<file path="config.mk">
export PLATFORM = sky130hd
export DESIGN_NAME = prince_round_ctrl
export DESIGN_NICKNAME = d
export VERILOG_FILES = /design/src/rtl/prince_round_ctrl.sv
export SDC_FILE = /design/constraint.sdc
export NUM_CORES = 1
export LEC_CHECK = 0
export CAP_MARGIN = 20
export CORE_MARGIN = 4
export CORE_UTILIZATION = 58
export DETAILED_ROUTE_END_ITERATION = 10
export PLACE_DENSITY = 0.86
export SLEW_MARGIN = 20
export SYNTH_ARGS = -nofsm -noshare
export SYNTH_HDL_FRONTEND = slang
export SYNTH_SLANG_ARGS = --single-unit
</file>
<file path="constraint.sdc">
create_clock -name clk -period 5.6 [get_ports clk]
set_input_delay 0.56 -clock clk [delete_from_list [all_inputs] [get_ports clk]]
set_output_delay 0.56 -clock clk [all_outputs]
set_load 0.02 [all_outputs]
</file>
<file path="src/rtl/prince_round_ctrl.sv">
// prince_round_ctrl: iterative PRINCE engine, one round per clock.
// Optional decryption is enabled with `define PRINCE_DECRYPT_EN.
module prince_round_ctrl (
    input  logic         clk,
    input  logic         reset_n,
    input  logic         in_valid,
    output logic         in_ready,
    input  logic [127:0] key_in,
    input  logic [63:0]  data_in,
    input  logic         decrypt,
    output logic         out_valid,
    input  logic         out_ready,
    output logic [63:0]  data_out,
    output logic         busy
);

    localparam logic [63:0] ALPHA = 64'hc0ac29b7c97c50dd;
    localparam logic [63:0] SBOX  = 64'hbf32ac916780e5d4;
    localparam logic [63:0] SINV  = 64'hb732fd89a6405ec1;

    typedef enum logic [2:0] {
        IDLE, FWD, MID, BWD, FINAL, DONE
    } state_t;

    function automatic logic [63:0] rc(input logic [3:0] i);
        case (i)
            4'd1:    return 64'h13198a2e03707344;
            4'd2:    return 64'ha4093822299f31d0;
            4'd3:    return 64'h082efa98ec4e6c89;
            4'd4:    return 64'h452821e638d01377;
            4'd5:    return 64'hbe5466cf34e90c6c;
            4'd6:    return 64'h7ef84f78fd955cb1;
            4'd7:    return 64'h85840851f1ac43aa;
            4'd8:    return 64'hc882d32f25323c54;
            4'd9:    return 64'h64a51195e0e3610d;
            4'd10:   return 64'hd3b5a399ca0c2399;
            4'd11:   return ALPHA;
            default: return 64'h0;
        endcase
    endfunction

    function automatic logic [63:0] s_layer(input logic [63:0] x,
                                            input logic inv);
        logic [63:0] y;
        logic [3:0]  v;
        y = '0;
        for (int n = 0; n < 16; n++) begin
            v = x[4*n +: 4];
            y[4*n +: 4] = inv ? SINV[{~v, 2'b00} +: 4]
                              : SBOX[{~v, 2'b00} +: 4];
        end
        return y;
    endfunction

    // Block row j, column i uses m_k, k=(i+j+s)%4; m_k clears bit k
    // counted from the nibble MSB.
    function automatic logic [15:0] m_hat(input logic [15:0] x,
                                          input int s);
        logic [15:0] y;
        y = '0;
        for (int j = 0; j < 4; j++)
            for (int i = 0; i < 4; i++)
                for (int b = 0; b < 4; b++)
                    if (b != 3 - ((i + j + s) % 4))
                        y[(3-j)*4+b] ^= x[(3-i)*4+b];
        return y;
    endfunction

    function automatic logic [63:0] m_prime(input logic [63:0] x);
        return {m_hat(x[63:48], 0), m_hat(x[47:32], 1),
                m_hat(x[31:16], 1), m_hat(x[15:0], 0)};
    endfunction

    // Nibble p (0 = MSB) takes nibble (p + 4*(p%4)) % 16.
    function automatic logic [63:0] shift_rows(input logic [63:0] x,
                                               input logic inv);
        logic [63:0] y;
        int q;
        y = '0;
        for (int p = 0; p < 16; p++) begin
            q = (p + 4 * (p % 4)) % 16;
            if (inv)
                y[60-4*q +: 4] = x[60-4*p +: 4];
            else
                y[60-4*p +: 4] = x[60-4*q +: 4];
        end
        return y;
    endfunction

    state_t      state, state_d;
    logic [63:0] sreg, sreg_d;
    logic [63:0] kout, kout_d;
    logic [63:0] k1r, k1r_d;
    logic [63:0] dout_d;
    logic [3:0]  rnd, rnd_d;
    logic        ov_d;
    logic        dec;

`ifdef PRINCE_DECRYPT_EN
    assign dec = decrypt;
`else
    logic unused_decrypt;
    assign dec = 1'b0;
    assign unused_decrypt = decrypt;
`endif

    logic [63:0] k0, k0p, k1a, kwi, kwo;
    logic [63:0] rc_cur, sm, fwd_v, mid_v, bwd_v;

    assign k0  = key_in[127:64];
    assign k0p = {k0[0], k0[63:1]} ^ {63'd0, k0[63]};
    assign k1a = dec ? (key_in[63:0] ^ ALPHA) : key_in[63:0];
    assign kwi = dec ? k0p : k0;
    assign kwo = dec ? k0 : k0p;

    assign rc_cur = rc(rnd);
    assign sm     = m_prime(s_layer(sreg, 1'b0));
    assign fwd_v  = shift_rows(sm, 1'b0) ^ rc_cur ^ k1r;
    assign mid_v  = s_layer(sm, 1'b1);
    assign bwd_v  = s_layer(m_prime(shift_rows(
                        sreg ^ k1r ^ rc_cur, 1'b1)), 1'b1);

    // Round sequencing, key capture and output handshake.
    always_comb begin
        state_d  = state;
        sreg_d   = sreg;
        kout_d   = kout;
        k1r_d    = k1r;
        rnd_d    = rnd;
        dout_d   = data_out;
        ov_d     = out_valid;
        in_ready = 1'b0;
        busy     = 1'b1;
        unique case (state)
            IDLE: begin
                in_ready = 1'b1;
                busy     = 1'b0;
                if (in_valid) begin
                    sreg_d  = data_in ^ kwi ^ k1a ^ rc(4'd0);
                    kout_d  = kwo;
                    k1r_d   = k1a;
                    rnd_d   = 4'd1;
                    state_d = FWD;
                end
            end
            FWD: begin
                sreg_d = fwd_v;
                rnd_d  = rnd + 4'd1;
                if (rnd == 4'd5)
                    state_d = MID;
            end
            MID: begin
                sreg_d  = mid_v;
                rnd_d   = 4'd6;
                state_d = BWD;
            end
            BWD: begin
                sreg_d = bwd_v;
                if (rnd == 4'd10) begin
                    rnd_d   = 4'd0;
                    state_d = FINAL;
                end else begin
                    rnd_d = rnd + 4'd1;
                end
            end
            FINAL: begin
                dout_d  = sreg ^ rc(4'd11) ^ k1r ^ kout;
                ov_d    = 1'b1;
                state_d = DONE;
            end
            DONE: begin
                if (out_ready) begin
                    ov_d    = 1'b0;
                    state_d = IDLE;
                end
            end
            default: begin
                rnd_d   = 4'd0;
                ov_d    = 1'b0;
                state_d = IDLE;
            end
        endcase
    end

    // State and datapath registers.
    always_ff @(posedge clk or negedge reset_n) begin
        if (!reset_n) begin
            state     <= IDLE;
            sreg      <= '0;
            kout      <= '0;
            k1r       <= '0;
            rnd       <= '0;
            data_out  <= '0;
            out_valid <= 1'b0;
        end else begin
            state     <= state_d;
            sreg      <= sreg_d;
            kout      <= kout_d;
            k1r       <= k1r_d;
            rnd       <= rnd_d;
            data_out  <= dout_d;
            out_valid <= ov_d;
        end
    end

endmodule

</file>
==> results.md <==
- Run status: completed
- Ports: 264
- Critical path required time: 6.10 ns
- Crit path launch type: flop
- Most common cell in the netlist: xnor2_1
- Top cell type's share of synthesized area: 28.53%
- Mapped cell area: 23160 µm²
- Core footprint: 39100 µm²
- Filler cells: 2924
- R2R depth: 14
- First-pass GRT wire length: 111600 µm
- Pin count of the biggest net entering global routing: 99
- Die Wd: 207.8 µm
- Starting Density: 59.23%
- Top cell by count, worst path: ha_1
- Row cnt: 72
- Headroom to the max-slew limit: 30.42%
- Syn_nets: 2672
- Synth unique cells: 90
- Die Area: 43190 µm²
- Drt wl/cell: 23.77 µm
- CP max-delay cell: xnor2_1
- Capture point of the worst reg-to-reg path: sreg[24]$_DFFE_PN0P_
- Postcts setup bufs: 0
- HPWL after DPL: 56270 µm
- Vias in the first global route: 18.92k
- Num CTS Buffers: 30
- Flops & latches, synth: 264
- Setup tns final: 0 ns
- RSZ-0062 raised after global routing: false
- Area of the multi-input gates: 15780 µm²
- Crit path to: sreg[24]$_DFFE_PN0P_
- Final WL: 73060 µm
- Top delay family on crit path: XOR/XNOR gates
- CTS clk-pin slew, worst paths: 0.07 ns
- Clock buffer depth: 3
- Ys Warns: 0
- Final setup viols: 0
- DRT iter0 DRCs: 1603
- Total global routing overflow: 0
- WP depth: 14
- Asr flop ratio synth: 100.0%
- CTS root buffer: clkbuf_16
- Sequential-to-total area share from yosys stat: 28.53%
- Initial antenna violation count: 0
- Final min period: 4.392 ns
- Worst Hold Class: reg -> reg
- Top_reg_cell synth: dfrtp_1
- Via count of the routed design: 18.73k
- Routability cong.: 0.9697
- CP Launch Point: rnd[1]$_DFFE_PN0P_
- ANT nets after route: 0
- Setup CP Type: reg -> reg
- Worst reg2reg path startpoint: rnd[1]$_DFFE_PN0P_
- Crit path capture type: flop
- R2r setup slk: 1.21 ns
- Max Fanout on Critical Path: 16
- Fmax: 227.7 MHz
- Cell taking the most area after synthesis: dfrtp_1
- Ant diodes: 0
- Gr usage total: 32.59%
- Nets: 2895
- Final hold vios: 0
- Crit path cell chain: buf_4, inv_1, ha_1, nand3b_4, o21ai_2, xnor2_1, xnor3_1, xor2_1, mux2i_1, ha_1, mux2_1, o22ai_1, a222oi_1, a21oi_1
- Worst skew pair latency: 0.59 ns
- Layout cell share with drive strength beyond 1: 12.09%
- Routed vias/inst: 6.092
- CP max stage delay: 0.53 ns
- Final Cycle Share: 78.44%
- Reg area: 6606 µm²
- CP bufs+invs: 2
- Worst Tran Pin Value: 1.033 ns
- Number of synthesized flops with an enable pin: 0
- Length of the first detailed-routing pass in iterations: 7
- Max-slew violations: 0
- Die height: 207.8 µm
- CTS tree: done
- Fin area: 27340 µm²
- CTS H-Tree Depth: 1
- CTS sink cnt: 264
- Placed Area: 26310 µm²
- DRC: 0
- Worst Path Arrival: 4.89 ns
- Synthesis-to-layout area growth: 18.04%
- Top cells by count, synth: xnor2_1, dfrtp_1, xor2_1
- Post-Syn Instances: 2314
- Maxcap violations: 0
- Syn Area/Cell: 10.01 µm²
- Clk_skew: 0.01897 ns
- I/O Buffers: 262
- Synth top area cells: dfrtp_1, xnor2_1, ha_1, mux2_2, xor2_1
registers in the layout, indices dropped and copies added (netlist names):
signal / count
data_out: 64
k1r: 64
kout: 64
out_valid: 1
rnd: 4
sreg: 64
state: 3
cells in the final DEF, fill, tap and decap left out, types with 95 or more instances in the layout:
cell type | synthesis | final
clkdlybuf4s50_1 | 0 | 261
dfrtp_1 | 264 | 264
ha_1 | 161 | 161
inv_1 | 101 | 101
mux2_2 | 144 | 144
nand2_1 | 124 | 122
nor2_1 | 99 | 95
o21ai_0 | 167 | 167
xnor2_1 | 424 | 424
xor2_1 | 182 | 182
worst min path at each step:
stage,from,endpoint,slack [ns],depth (start not counted)
2_1_floorplan,reset_n,data_out[0]$_DFFE_PN0P_,0.26,0
3_3_place_gp,data_out[54]$_DFFE_PN0P_,data_out[54]$_DFFE_PN0P_,0.46,2
3_5_place_dp,data_out[38]$_DFFE_PN0P_,data_out[38]$_DFFE_PN0P_,0.47,2
4_1_cts,data_out[30]$_DFFE_PN0P_,data_out[30]$_DFFE_PN0P_,0.48,2
5_1_grt,data_out[40]$_DFFE_PN0P_,data_out[40]$_DFFE_PN0P_,0.51,2
6_report,data_out[51]$_DFFE_PN0P_,data_out[51]$_DFFE_PN0P_,0.48,2
final cells by class:
cell class | instances | area share, %
multi-input cells | 1842 | 57.71
repair buffers | 297 | 10.67
flip-flops and latches | 264 | 24.17
inverters | 102 | 1.401
well taps | 518 | 2.371
clock buffers | 38 | 3.044
clock inverters | 13 | 0.6362
timing repair:
action,in CTS,in global routing
resized for setup,0,0
hold buffers,1,0
hold endpoints to repair,64,0
stage by stage:
stage / hold WS, ns / cells / util (%) / setup slack [ns]
2_1_floorplan: 0.2644 / 2314 / - / 1.704
3_3_place_gp: 0.4599 / 3022 / 67.30 / 1.397
3_5_place_dp: 0.4698 / 3022 / 67.30 / 1.322
4_1_cts: 0.4827 / 3074 / 69.90 / 1.274
5_1_grt: 0.5117 / 3074 / 69.92 / 1.049
6_report: 0.4810 / 3074 / 69.92 / 1.208
per-layer routing:
| metal | global-route usage, % | wire length (µm) | up-vias |
|---|---|---|---|
| li1 | - | - | 8452 |
| met1 | 44.11 | 29820 | 9161 |
| met2 | 54.03 | 34130 | 940 |
| met3 | 5.441 | 6632 | 174 |
| met4 | 9.989 | 2486 | 0 |
| met5 | 0 | 0 | - |
cell families after synthesis:
family | synth area share, %
flip-flops | 28.53
AND/OR/NAND/NOR | 6.726
XOR/XNOR | 26.47
multiplexers | 12.65
adder cells (fa/ha/maj) | 8.698
buffers and inverters | 3.609
AO/OA/AOI/OAI | 13.32
worst min-delay path, cell delays in order, from the launching register on:
cell,delay [ns]
dfrtp_1,0.34
nand2_1,0.05
o21ai_0,0.06
Power is not shown: default switching activity piles up to over one toggle a cycle in this logic, so the estimate is an artifact.
